File: src/rtl/nios_system_mem_tester.sv
// nios_system_mem_tester: Avalon-MM memory tester that fills a word range with an
// incrementing pattern, verifies it (error count / first failing address) or
// sums it. Checksum mode is compiled in only when MEM_TESTER_CHECKSUM_EN is defined;
// otherwise mode 10 is ignored like the reserved mode and checksum reads 0.
module nios_system_mem_tester #(
    parameter int ADDR_W = 16,
    parameter int DATA_W = 32
) (
    input  logic                clk,
    input  logic                reset,
    input  logic                start,
    input  logic [1:0]          mode,
    input  logic [ADDR_W-1:0]   base_addr,
    input  logic [ADDR_W-1:0]   length,
    input  logic [DATA_W-1:0]   seed,
    output logic [ADDR_W-1:0]   m_address,
    output logic [DATA_W/8-1:0] m_byteenable,
    output logic                m_chipselect,
    output logic                m_write,
    output logic [DATA_W-1:0]   m_writedata,
    output logic                m_clken,
    input  logic [DATA_W-1:0]   m_readdata,
    output logic                busy,
    output logic                done,
    output logic [ADDR_W:0]     err_count,
    output logic [ADDR_W-1:0]   first_err_addr,
    output logic [DATA_W-1:0]   checksum
);

    localparam logic [1:0] MODE_FILL   = 2'b00;
    localparam logic [1:0] MODE_VERIFY = 2'b01;
    localparam logic [1:0] MODE_CKSUM  = 2'b10;

    typedef enum logic [1:0] {IDLE, ACCESS, DRAIN, DONE} state_t;

    state_t            state_q;
    state_t            state_d;

    logic [ADDR_W-1:0] base_q;
    logic [ADDR_W-1:0] len_q;
    logic [DATA_W-1:0] seed_q;
    logic [1:0]        mode_q;
    logic [ADDR_W-1:0] idx_q;

    logic              mode_ok;
    logic              accept;
    logic              is_fill;
    logic              last_access;
    logic [ADDR_W-1:0] cur_addr;
    logic [DATA_W-1:0] cur_pattern;

    logic              rd_vld_p0;
    logic [DATA_W-1:0] exp_p0;
    logic [ADDR_W-1:0] addr_p0;

    // Error counter increment that sticks at all ones instead of wrapping
    function automatic logic [ADDR_W:0] sat_inc(input logic [ADDR_W:0] v);
        return (&v) ? v : v + {{ADDR_W{1'b0}}, 1'b1};
    endfunction

`ifdef MEM_TESTER_CHECKSUM_EN
    assign mode_ok = (mode == MODE_FILL) || (mode == MODE_VERIFY) || (mode == MODE_CKSUM);
`else
    assign mode_ok = (mode == MODE_FILL) || (mode == MODE_VERIFY);
`endif

    assign accept      = (state_q == IDLE) && start && mode_ok;
    assign is_fill     = (mode_q == MODE_FILL);
    assign last_access = (idx_q == len_q - {{(ADDR_W-1){1'b0}}, 1'b1});
    assign cur_addr    = base_q + idx_q;
    assign cur_pattern = seed_q + DATA_W'(idx_q);

    assign m_clken = 1'b1;
    assign busy    = (state_q == ACCESS) || (state_q == DRAIN);
    assign done    = (state_q == DONE);

    // State register
    always_ff @(posedge clk) begin
        if (reset) state_q <= IDLE;
        else       state_q <= state_d;
    end

    // Next-state and Avalon master outputs; bus is idle outside ACCESS
    always_comb begin
        state_d      = state_q;
        m_chipselect = 1'b0;
        m_write      = 1'b0;
        m_address    = '0;
        m_byteenable = '0;
        m_writedata  = '0;
        case (state_q)
            IDLE: begin
                if (accept) state_d = (length == '0) ? DONE : ACCESS;
            end
            ACCESS: begin
                m_chipselect = 1'b1;
                m_write      = is_fill;
                m_address    = cur_addr;
                m_byteenable = '1;
                m_writedata  = is_fill ? cur_pattern : '0;
                if (last_access) state_d = is_fill ? DONE : DRAIN;
            end
            DRAIN:   state_d = DONE;
            DONE:    state_d = IDLE;
            default: state_d = IDLE;
        endcase
    end

    // Command latch, access index and verify results
    always_ff @(posedge clk) begin
        if (reset) begin
            idx_q          <= '0;
            rd_vld_p0      <= 1'b0;
            err_count      <= '0;
            first_err_addr <= '0;
            mode_q         <= MODE_FILL;
        end else begin
            rd_vld_p0 <= (state_q == ACCESS) && !is_fill;
            if (accept) begin
                base_q         <= base_addr;
                len_q          <= length;
                seed_q         <= seed;
                mode_q         <= mode;
                idx_q          <= '0;
                err_count      <= '0;
                first_err_addr <= '0;
            end else begin
                if (state_q == ACCESS) idx_q <= idx_q + {{(ADDR_W-1){1'b0}}, 1'b1};
                if (rd_vld_p0 && (mode_q == MODE_VERIFY) && (m_readdata != exp_p0)) begin
                    err_count <= sat_inc(err_count);
                    if (err_count == '0) first_err_addr <= addr_p0;
                end
            end
        end
    end

    // ---- p0: expected word and address of the read issued this cycle ----
    // Read data returns one cycle later and is compared against these.
    always_ff @(posedge clk) begin
        exp_p0  <= cur_pattern;
        addr_p0 <= cur_addr;
    end

`ifdef MEM_TESTER_CHECKSUM_EN
    logic [DATA_W-1:0] cks_acc;

    // Running sum of returned read words in checksum mode
    always_ff @(posedge clk) begin
        if (reset) begin
            cks_acc <= '0;
        end else if (accept) begin
            cks_acc <= '0;
        end else if (rd_vld_p0 && (mode_q == MODE_CKSUM)) begin
            cks_acc <= cks_acc + m_readdata;
        end
    end

    assign checksum = cks_acc;
`else
    assign checksum = '0;
`endif

endmodule

File: config.mk
export PLATFORM = sky130hd
export DESIGN_NAME = nios_system_mem_tester
export DESIGN_NICKNAME = d
export VERILOG_FILES = /design/src/rtl/nios_system_mem_tester.sv
export SDC_FILE = /design/constraint.sdc
export NUM_CORES = 1
export LEC_CHECK = 0
export ABC_AREA = 1
export ABC_CLOCK_PERIOD_IN_PS = 7170
export BUFFER_PORTS_ARGS = -buffer_cell sky130_fd_sc_hd__buf_2
export CAP_MARGIN = 20
export CORE_MARGIN = 2
export CORE_UTILIZATION = 30
export CTS_CLUSTER_SIZE = 14
export DETAILED_ROUTE_END_ITERATION = 10
export GPL_ROUTABILITY_DRIVEN = 1
export MAX_ROUTING_LAYER = met4
export PLACE_DENSITY_LB_ADDON = 0.25
export SLEW_MARGIN = 25
export SYNTH_ARGS = -nofsm -noshare
export SYNTH_HDL_FRONTEND = slang
export SYNTH_SLANG_ARGS = --single-unit
export TNS_END_PERCENT = 30
File: constraint.sdc
create_clock -name clk -period 7.17 [get_ports clk]
set_input_delay 1.434 -clock clk [delete_from_list [all_inputs] [get_ports clk]]
set_output_delay 1.434 -clock clk [all_outputs]
set_load 0.005 [all_outputs]
== Word level (Yosys, flattened, before mapping) ==
Cells that the tools add are included.

* Register bits after elaboration: 166
* Output and inout bits: 122
* Logic and storage cells: 57
* Bits of input ports: 101

* Bitwise logic cells: 2
* Muxes and demuxes: 11
* Reduce and logical (&&, ||, !) cells: 19
* Add/sub/neg operators: 5
* Eq/ne operators: 9

{| class="wikitable"
|+ Operator list
! operator !! count
|-
| $mux W32 || 2
|-
| $add A32 B16 Y32 || 1
|-
| $ne A32 B32 Y1 || 1
|-
| $add A17 B1 Y17 const B || 1
|-
| $logic_not A17 Y1 || 1
|-
| $reduce_and A17 Y1 || 1
|-
| $add A16 B1 Y16 const B || 1
|-
| $add A16 B16 Y16 || 1
|-
| $eq A16 B16 Y1 || 1
|-
| $logic_not A16 Y1 || 1
|-
| $mux W16 || 1
|-
| $sub A16 B1 Y16 const B || 1
|-
| $pmux W2 S4 || 1
|-
| $reduce_and A2 Y1 || 4
|-
| $eq A2 B1 Y1 const B || 3
|-
| $logic_not A2 Y1 || 3
|-
| $mux W2 || 3
|-
| $logic_and A1 B1 Y1 || 5
|-
| $eq A2 B2 Y1 const B || 2
|-
| $mux W4 || 1
|-
| $ne A2 B2 Y1 const B || 2
|-
| $mux W1 || 3
|-
| $logic_or A1 B1 Y1 || 2
|-
| $not A1 Y1 || 2
|-
| other kinds (2) || 2
|}

== Longest topological paths before layout ==
Gate-level depths: netlist of run 1.

* Depth after elaboration: 5
* Gate-level depth with buffers: 17
* Mapped depth without buffers: 17

== Worst setup path before layout of run 1 ==
Ideal clock, no wire load.

* Kind: input to register
* Start point: input start
* End point: register base_q[0] (enable)
* Arrival: 4.364 ns
* Library setup time: 0.488 ns
* Slack: 2.317 ns
* Buffers on the path: 0
* Cell stages on the path: 4
* Required time: 6.682 ns
* Cell sequence: nand2_1 -> nor2_1 -> inv_1 -> nor2_1

* Word-level cells in the longest chain between the ends: 3

{| class="wikitable"
|+ Ends and longest elaborated chain
! item !! line !! text
|-
| from (decl) || 11 || <nowiki>input logic start,</nowiki>
|-
| $logic_and A1 B1 Y1 (2 in a row) || 67 || <nowiki>assign accept = (state_q == IDLE) && start && mode_ok;</nowiki>
|-
| $reduce_and A2 Y1 (no line) || -- ||
|-
| to (signal assigned) || 120 || <nowiki>base_q <= base_addr;</nowiki>
|-
| to (decl) || 39 || <nowiki>logic [ADDR_W-1:0] base_q;</nowiki>
|}

Every way passes these cells.
A chain may end at the register's enable or synchronous reset.

== Worst setup path after layout of run 1 ==
* Start point: register idx_q[0]
* End point: output m_writedata[18]

* Word-level cells in the longest chain between the ends: 3

{| class="wikitable"
|+ Ends and longest elaborated chain
! item !! line !! text
|-
| from (decl) || 43 || <nowiki>logic [ADDR_W-1:0] idx_q;</nowiki>
|-
| from (signal assigned) || 128 || <nowiki>if (state_q == ACCESS) idx_q <= idx_q + {{(ADDR_W-1){1'b0}}, 1'b1};</nowiki>
|-
| $add A32 B16 Y32 || 71 || <nowiki>assign cur_pattern = seed_q + DATA_W'(idx_q);</nowiki>
|-
| via cur_pattern[18] || 50 || <nowiki>logic [DATA_W-1:0] cur_pattern;</nowiki>
|-
| $mux W32 || 100 || <nowiki>m_writedata = is_fill ? cur_pattern : '0;</nowiki>
|-
| $mux W32 || 91 || <nowiki>case (state_q)</nowiki>
|-
| to (decl) || 20 || <nowiki>output logic [DATA_W-1:0] m_writedata,</nowiki>
|}

The timed path passes the listed nets, and every way through them passes these cells.

==> results of run 1 <==
## power by group through the flow
stage	combinational, mW	clock, mW	sequential (mW)
2_1_floorplan	0.300	0	1.09
3_3_place_gp	0.480	0	1.10
3_5_place_dp	0.484	0	1.10
4_1_cts	0.485	0.931	1.08
5_1_grt	0.537	0.964	1.08
6_report	0.476	0.898	1.08
## critical path, stage by stage, from the launching register on
cell and delay [ns]:
dfxtp_1 0.48, ha_1 0.23, inv_1 0.05, fa_1 0.39
inv_1 0.07, nand3_1 0.06, nand2_1 0.10, nand2_1 0.07
nand3_2 0.07, nand2_1 0.08, nand2_2 0.10, nand2_2 0.09
a21oi_1 0.17, xor2_1 0.23, nand2_1 0.07, nor2_1 0.12
buf_2 0.14
## layout make-up
cell class / instances / area share, %
Sequential cell: 166 / 36.3
Clock buffer: 18 / 4.03
Clock inverter: 14 / 1.20
Multi-Input combinational cell: 774 / 39.6
Inverter: 158 / 5.44
Tap cell: 390 / 4.47
Antenna cell: 1 / 0.0229
Timing Repair Buffer: 192 / 8.88
## stage by stage
step | hold slack [ns] | area [um2]
after floorplan | 0.422 | 9210
after global placement | 0.432 | 10300
after detailed placement | 0.437 | 10300
after CTS | 0.447 | 10900
after global routing | 0.468 | 10900
final | 0.447 | 10900
## state kept, by name, indices dropped and copies added (netlist names)
| register | flops |
|---|---|
| base_q | 16 |
| exp_p0 | 32 |
| err_count | 17 |
| rd_vld_p0 | 1 |
| mode_q | 2 |
| seed_q | 32 |
| len_q | 16 |
| first_err_addr | 16 |
| idx_q | 16 |
| addr_p0 | 16 |
| state_q | 2 |
## synthesized netlist by cell type (4+ instances only)
cell type	n	share of area, %
nand3b_1	5	0.41
nand2_2	6	0.41
nand3_1	40	2.2
buf_2	6	0.33
xor2_1	34	3.3
nand2_1	204	8.4
or2_0	4	0.28
edfxtp_1	64	21
clkbuf_1	9	0.37
inv_2	9	0.37
nor4_1	11	0.76
ha_1	40	5.5
a21oi_1	80	4.4
nor3_1	17	0.94
dfxtp_1	102	22
buf_4	37	3.1
xnor2_1	45	4.3
nand4_1	13	0.89
nor2_2	14	0.96
xor2_2	5	0.89
o21ai_0	34	1.9
o21ai_1	22	1.2
inv_1	148	6.1
nor2_1	133	5.5
nor3_2	5	0.55
## how the worst max path moves through the flow
stage	from	endpoint	slack, ns	cells past startpoint
floorplan	start	base_q[0]$_DFFE_PP_	2.32	4
global placement	idx_q[0]$_SDFFE_PP0P_	m_writedata[18]	3.32	16
detailed placement	idx_q[0]$_SDFFE_PP0P_	m_writedata[18]	3.21	16
CTS	idx_q[0]$_SDFFE_PP0P_	m_writedata[18]	2.73	16
global route	idx_q[0]$_SDFFE_PP0P_	m_writedata[18]	2.50	16
finish	idx_q[0]$_SDFFE_PP0P_	m_writedata[18]	2.78	16
## metal layers
| metal | up-vias | track usage (%) | wire length, um |
|---|---|---|---|
| met5 | - | - | 0 |
| met4 | 0 | 4.00 | 314 |
| met3 | 18 | 2.69 | 1080 |
| met2 | 166 | 25.9 | 11400 |
| met1 | 3379 | 20.8 | 11600 |
| li1 | 3923 | - | - |
## kinds of logic (layout without fill, tap and decap cells)
kind of cell	after synthesis	in the layout	share of synthesized area (%)
compound gates	154	154	9.14
xor+xnor	84	84	8.51
fa+ha+maj	42	42	5.95
buf+inv	210	382	10.3
flops	166	166	43.6
other cells	2	34	0.0826
simple gates	461	461	22.4
==> metrics.txt, run 1 <==
outcome=finished, final reports clean; Via Count=7,486; Die Y=178 um; wire per inst=14.2 um; Detailed Place HPWL=19,600 um; H-tree depth=4; post-synthesis register bit count=166; Post-Route WL=24,400 um; DRC=0; top_reg_cell synth=dfxtp_1; Worst-Skew Late Latency=0.43 ns; GR Util All Layers=16.0%; final worst path period need=4.39 ns; area delta synth->final=20.0%; CTS clock-pin slew for the worst setup and hold paths=0.07 ns; cell-internal power=1.69 mW; Post-CTS Setup Inserts=0; Slew headroom=40.8%; NumNets Final=1,452; IO Count=223; Slew Viols, Final=0; CTS sink cnt=166; reg-to-reg slack, setup=4.71 ns; Final Hold Vio Count=0; Setup WS post-layout=2.78 ns; Total Power=2.45 mW; 1st-pass router iterations=5; Final Skew=0.0141 ns; grt ovf=0; fin cells=1,713; number of global-route vias before repair=7,106; cells after synthesis=1,119; share of layout cells above drive strength 1=21.0%; die area=31,700 um2; PD cells=225 nW/um2; Slew @ Worst Pin=0.888 ns; Async SR Flop Fraction=0%; Setup WS pre-CTS=3.21 ns; Worst R2R Path Depth=12; Root Driver=clkbuf_16; worst r2r dst=idx_q[11]$_SDFFE_PP0P_; Synth cell types=46; Crit Path Max Fanout=7; number of synthesized flops with an enable pin=64; Worst EP arrival=2.96 ns; CORE AREA=29,700 um2; Setup crit end kind=output pin; TNS Setup=0 ns; startpoint types=flop; final clock period utilization by the worst path=61.2%; # rows=63; area of the multi-input gates=4320 um2; fillers=3,137; Sw Ratio=30.9%; RSZ-0062 raised after global routing=no; deepest clock path buffer count=2; Reg-to-Reg Start=state_q[1]$_SDFFE_PP0P_; cell count of the worst hold path=2; max_cap viols=0; first-pass GRT wire length=37,900 um; antenna viol nets, final=0; Post-Route Utilization=36.7%; sequential area share after synthesis=43.6%; VDD IR max=0.152 mV; commonest cells after routing, fill and taps aside=203 x nand2_1, 189 x buf_2, 148 x inv_1; post-synthesis cell area=9090 um2; Comb pwr share=19.4%; post-synthesis area per instance=8.12 um2; Reg power frac=43.9%; CTS tree=done; Clock power frac=36.6%; CP required=5.74 ns; Leak=4.93 nW; Die X=178 um; min-delay worst type=flop to flop; switching pwr=0.757 mW; PortBufs=189; commonest non-fill, non-tap cell in the layout=nand2_1; critical path class=flop to output pin; Min-Delay Startpoint=first_err_addr[12]$_SDFFE_PP0P_; post-cts hold buffer count=0; largest net degree at the start of global routing=66; Min-Delay Endpoint=first_err_addr[12]$_SDFFE_PP0P_; routed vias/inst=4.37; max frequency=228 MHz; initial antenna violation count=1; GP Congestion=0.912; final setup violation count=0; initial core utilization=30.6%; sequential cell area=3960 um2; number of synthesis warnings=0; DRT iter0 DRCs=349; placed cell count=1,680; PostCTS Resize Cnt=0; CTS Buf Count=17
Power figures use the tool's default switching activity.
==> run 2: changes to the inputs <==
--- a/config.mk
+++ b/config.mk
@@ -6,7 +6,7 @@
 export NUM_CORES = 1
 export LEC_CHECK = 0
 export ABC_AREA = 1
-export ABC_CLOCK_PERIOD_IN_PS = 7170
+export ABC_CLOCK_PERIOD_IN_PS = 3600
 export BUFFER_PORTS_ARGS = -buffer_cell sky130_fd_sc_hd__buf_2
 export CAP_MARGIN = 20
 export CORE_MARGIN = 2
==> constraint.sdc (replaced) <==
create_clock -name clk -period 3.6 [get_ports clk]
set_input_delay 0.72 -clock clk [delete_from_list [all_inputs] [get_ports clk]]
set_output_delay 0.72 -clock clk [all_outputs]
set_load 0.005 [all_outputs]
==> run 2 against run 1 <==
Effect of this change:
- count of clock-buffer cells in the layout grew 2
- sequential cell count unchanged
- worst setup slack worse by 2.6 ns
- critical path type unchanged
- highest routed layer unchanged
==> metrics.txt, run 2 (same netlist as run 1, synthesis figures left out) <==
Root Driver=clkbuf_16 (unchanged); Worst-Skew Late Latency=0.43 ns (about the same); post-route cell area=11,100 um2 (was 10,900 um2); top flop regs=exp_p0 (32), seed_q (32), err_count (17) (unchanged); Setup WS pre-CTS=0.408 ns (was 3.21 ns); final setup violation count=0 (unchanged); Ant. Diodes=0 (was 1); Slew @ Worst Pin=0.649 ns (was 0.888 ns); CTS Buf Count=17 (unchanged); CP required=2.88 ns (was 5.74 ns); GP Congestion=0.937 (was 0.912); Final Skew=0.0119 ns (was 0.0141 ns); share of layout cells above drive strength 1=23.0% (was 21.0%); initial core utilization=30.6% (unchanged); Die X=178 um (unchanged); die area=31,700 um2 (unchanged); Setup crit end kind=output pin (unchanged); Via Count=7,618 (was 7,486); Final Hold Vio Count=0 (unchanged); outcome=finished, final reports clean (unchanged); CORE AREA=29,700 um2 (unchanged); min-delay worst type=flop to flop (unchanged); wire per inst=14.5 um (was 14.2 um); H-tree depth=4 (unchanged); IO Count=223 (unchanged); antenna viol nets, final=0 (unchanged); final clock period utilization by the worst path=94.7%; DRT iter0 DRCs=428 (was 349); critical path class=flop to output pin (unchanged); number of global-route vias before repair=7,126 (was 7,106); DP Area=10,400 um2 (was 10,300 um2); Detailed Place HPWL=20,000 um (was 19,600 um); initial antenna violation count=0 (was 1); Min Hold Slack=0.445 ns (was 0.447 ns); Post-Route WL=25,000 um (was 24,400 um); grt ovf=0 (unchanged); deepest clock path buffer count=2 (unchanged); Slew Viols, Final=0 (unchanged); Slew headroom=56.5% (was 40.8%); Setup WS post-layout=0.192 ns (was 2.78 ns); area delta synth->final=22.0% (was 20.0%); NumNets Final=1,465 (was 1,452); routed vias/inst=4.42 (was 4.37); Crit Path Max Fanout=4 (was 7); commonest non-fill, non-tap cell in the layout=nand2_1 (unchanged); Leak=5.02 nW (was 4.93 nW); DRC=0 (unchanged); Total Power=4.90 mW (was 2.45 mW); PortBufs=189 (unchanged); GR Util All Layers=16.3% (was 16.0%); CTS sink cnt=166 (unchanged); startpoint types=flop (unchanged); Worst EP arrival=2.69 ns (was 2.96 ns); max frequency=293 MHz; final worst path period need=3.41 ns; commonest cells after routing, fill and taps aside=203 x nand2_1, 189 x buf_2, 149 x inv_1 (was 203 x nand2_1, 189 x buf_2, 148 x inv_1); largest net degree at the start of global routing=66 (unchanged); RSZ-0062 raised after global routing=yes (was no); max_cap viols=0 (unchanged); CTS tree=done (unchanged); Die Y=178 um (unchanged); PD cells=441 nW/um2 (was 225 nW/um2); # rows=63 (unchanged); VDD IR max=0.289 mV (was 0.152 mV); first-pass GRT wire length=38,100 um (was 37,900 um); 1st-pass router iterations=5 (unchanged); CTS clock-pin slew for the worst setup and hold paths=0.07 ns (about the same)
## run 2: cell types whose count changed in the layout (fill, tap and decap cells not counted), moves of 4 or more
cell	change
dfxtp_1	-4
buf_4	+12
a21oi_1	-4
inv_8	-5
ha_1	-5
ha_2	+4
a21oi_2	+4
## run 2: timing repair
| item | 4_1_cts | 5_1_grt |
|---|---|---|
| endpoints found under the hold margin | 0 | 0 |
| hold buffers | 0 | 0 |
| pin swaps | 0 | 9 |
| endpoints found under the setup margin | 3 | 16 |
| resized for setup | 2 | 23 |
| buffers inserted | 0 | 6 |
## run 2: layer usage
layer  vias to the layer above  global-route usage (%)  share of wire (%)
li1                       3941                       -                  -
met1                      3450                    21.1                 47
met2                       203                    26.4                 47
met3                        24                    2.60                4.2
met4                         0                    4.34                1.4
met5                         -                       -                  0
## run 2: per-stage QoR
step	TNS [ns]	util, %	cells
floorplan	0	-	1150
global placement	0	35.0	1687
detailed placement	0	35.0	1687
CTS	0	36.9	1719
global route	-0.00677	37.3	1725
finish	0	37.3	1725
## run 2: final cells by class
cell class,count,area [um2]
Multi-Input combinational cell,774,4390
Timing Repair Buffer,205,1080
Fill cell,3095,18600
Clock inverter,12,91.3
Sequential cell,166,3970
Clock buffer,20,478
Inverter,158,593
Tap cell,390,488
## run 2: where the power goes
part	internal, mW	total (mW)	switching [mW]
Combinational	0.382	0.964	0.582
Sequential	2.08	2.15	0.0729
Clock	0.973	1.78	0.811
## run 2: final timing paths
| path | startpoint | to | slack [ns] | cells past startpoint |
|---|---|---|---|---|
| worst min-delay path | first_err_addr[0]$_SDFFE_PP0P_ | first_err_addr[0]$_SDFFE_PP0P_ | 0.45 | 2 |
| worst max register to register | len_q[0]$_DFFE_PP_ | state_q[0]$_SDFFE_PP0P_ | 1.27 | 15 |
| worst min register to register | first_err_addr[0]$_SDFFE_PP0P_ | first_err_addr[0]$_SDFFE_PP0P_ | 0.45 | 2 |
| worst max-delay path | idx_q[14]$_SDFFE_PP0P_ | m_writedata[31] | 0.19 | 11 |
## run 2: worst max-delay path, stage by stage, from the launching register on
cell	delay (ns)
dfxtp_1	0.52
ha_1	0.37
a21oi_1	0.23
o21ai_0	0.16
a21oi_1	0.14
nand2_1	0.10
nand2_1	0.06
o21ai_1	0.15
xor2_1	0.23
inv_1	0.06
nor2_1	0.09
buf_2	0.12
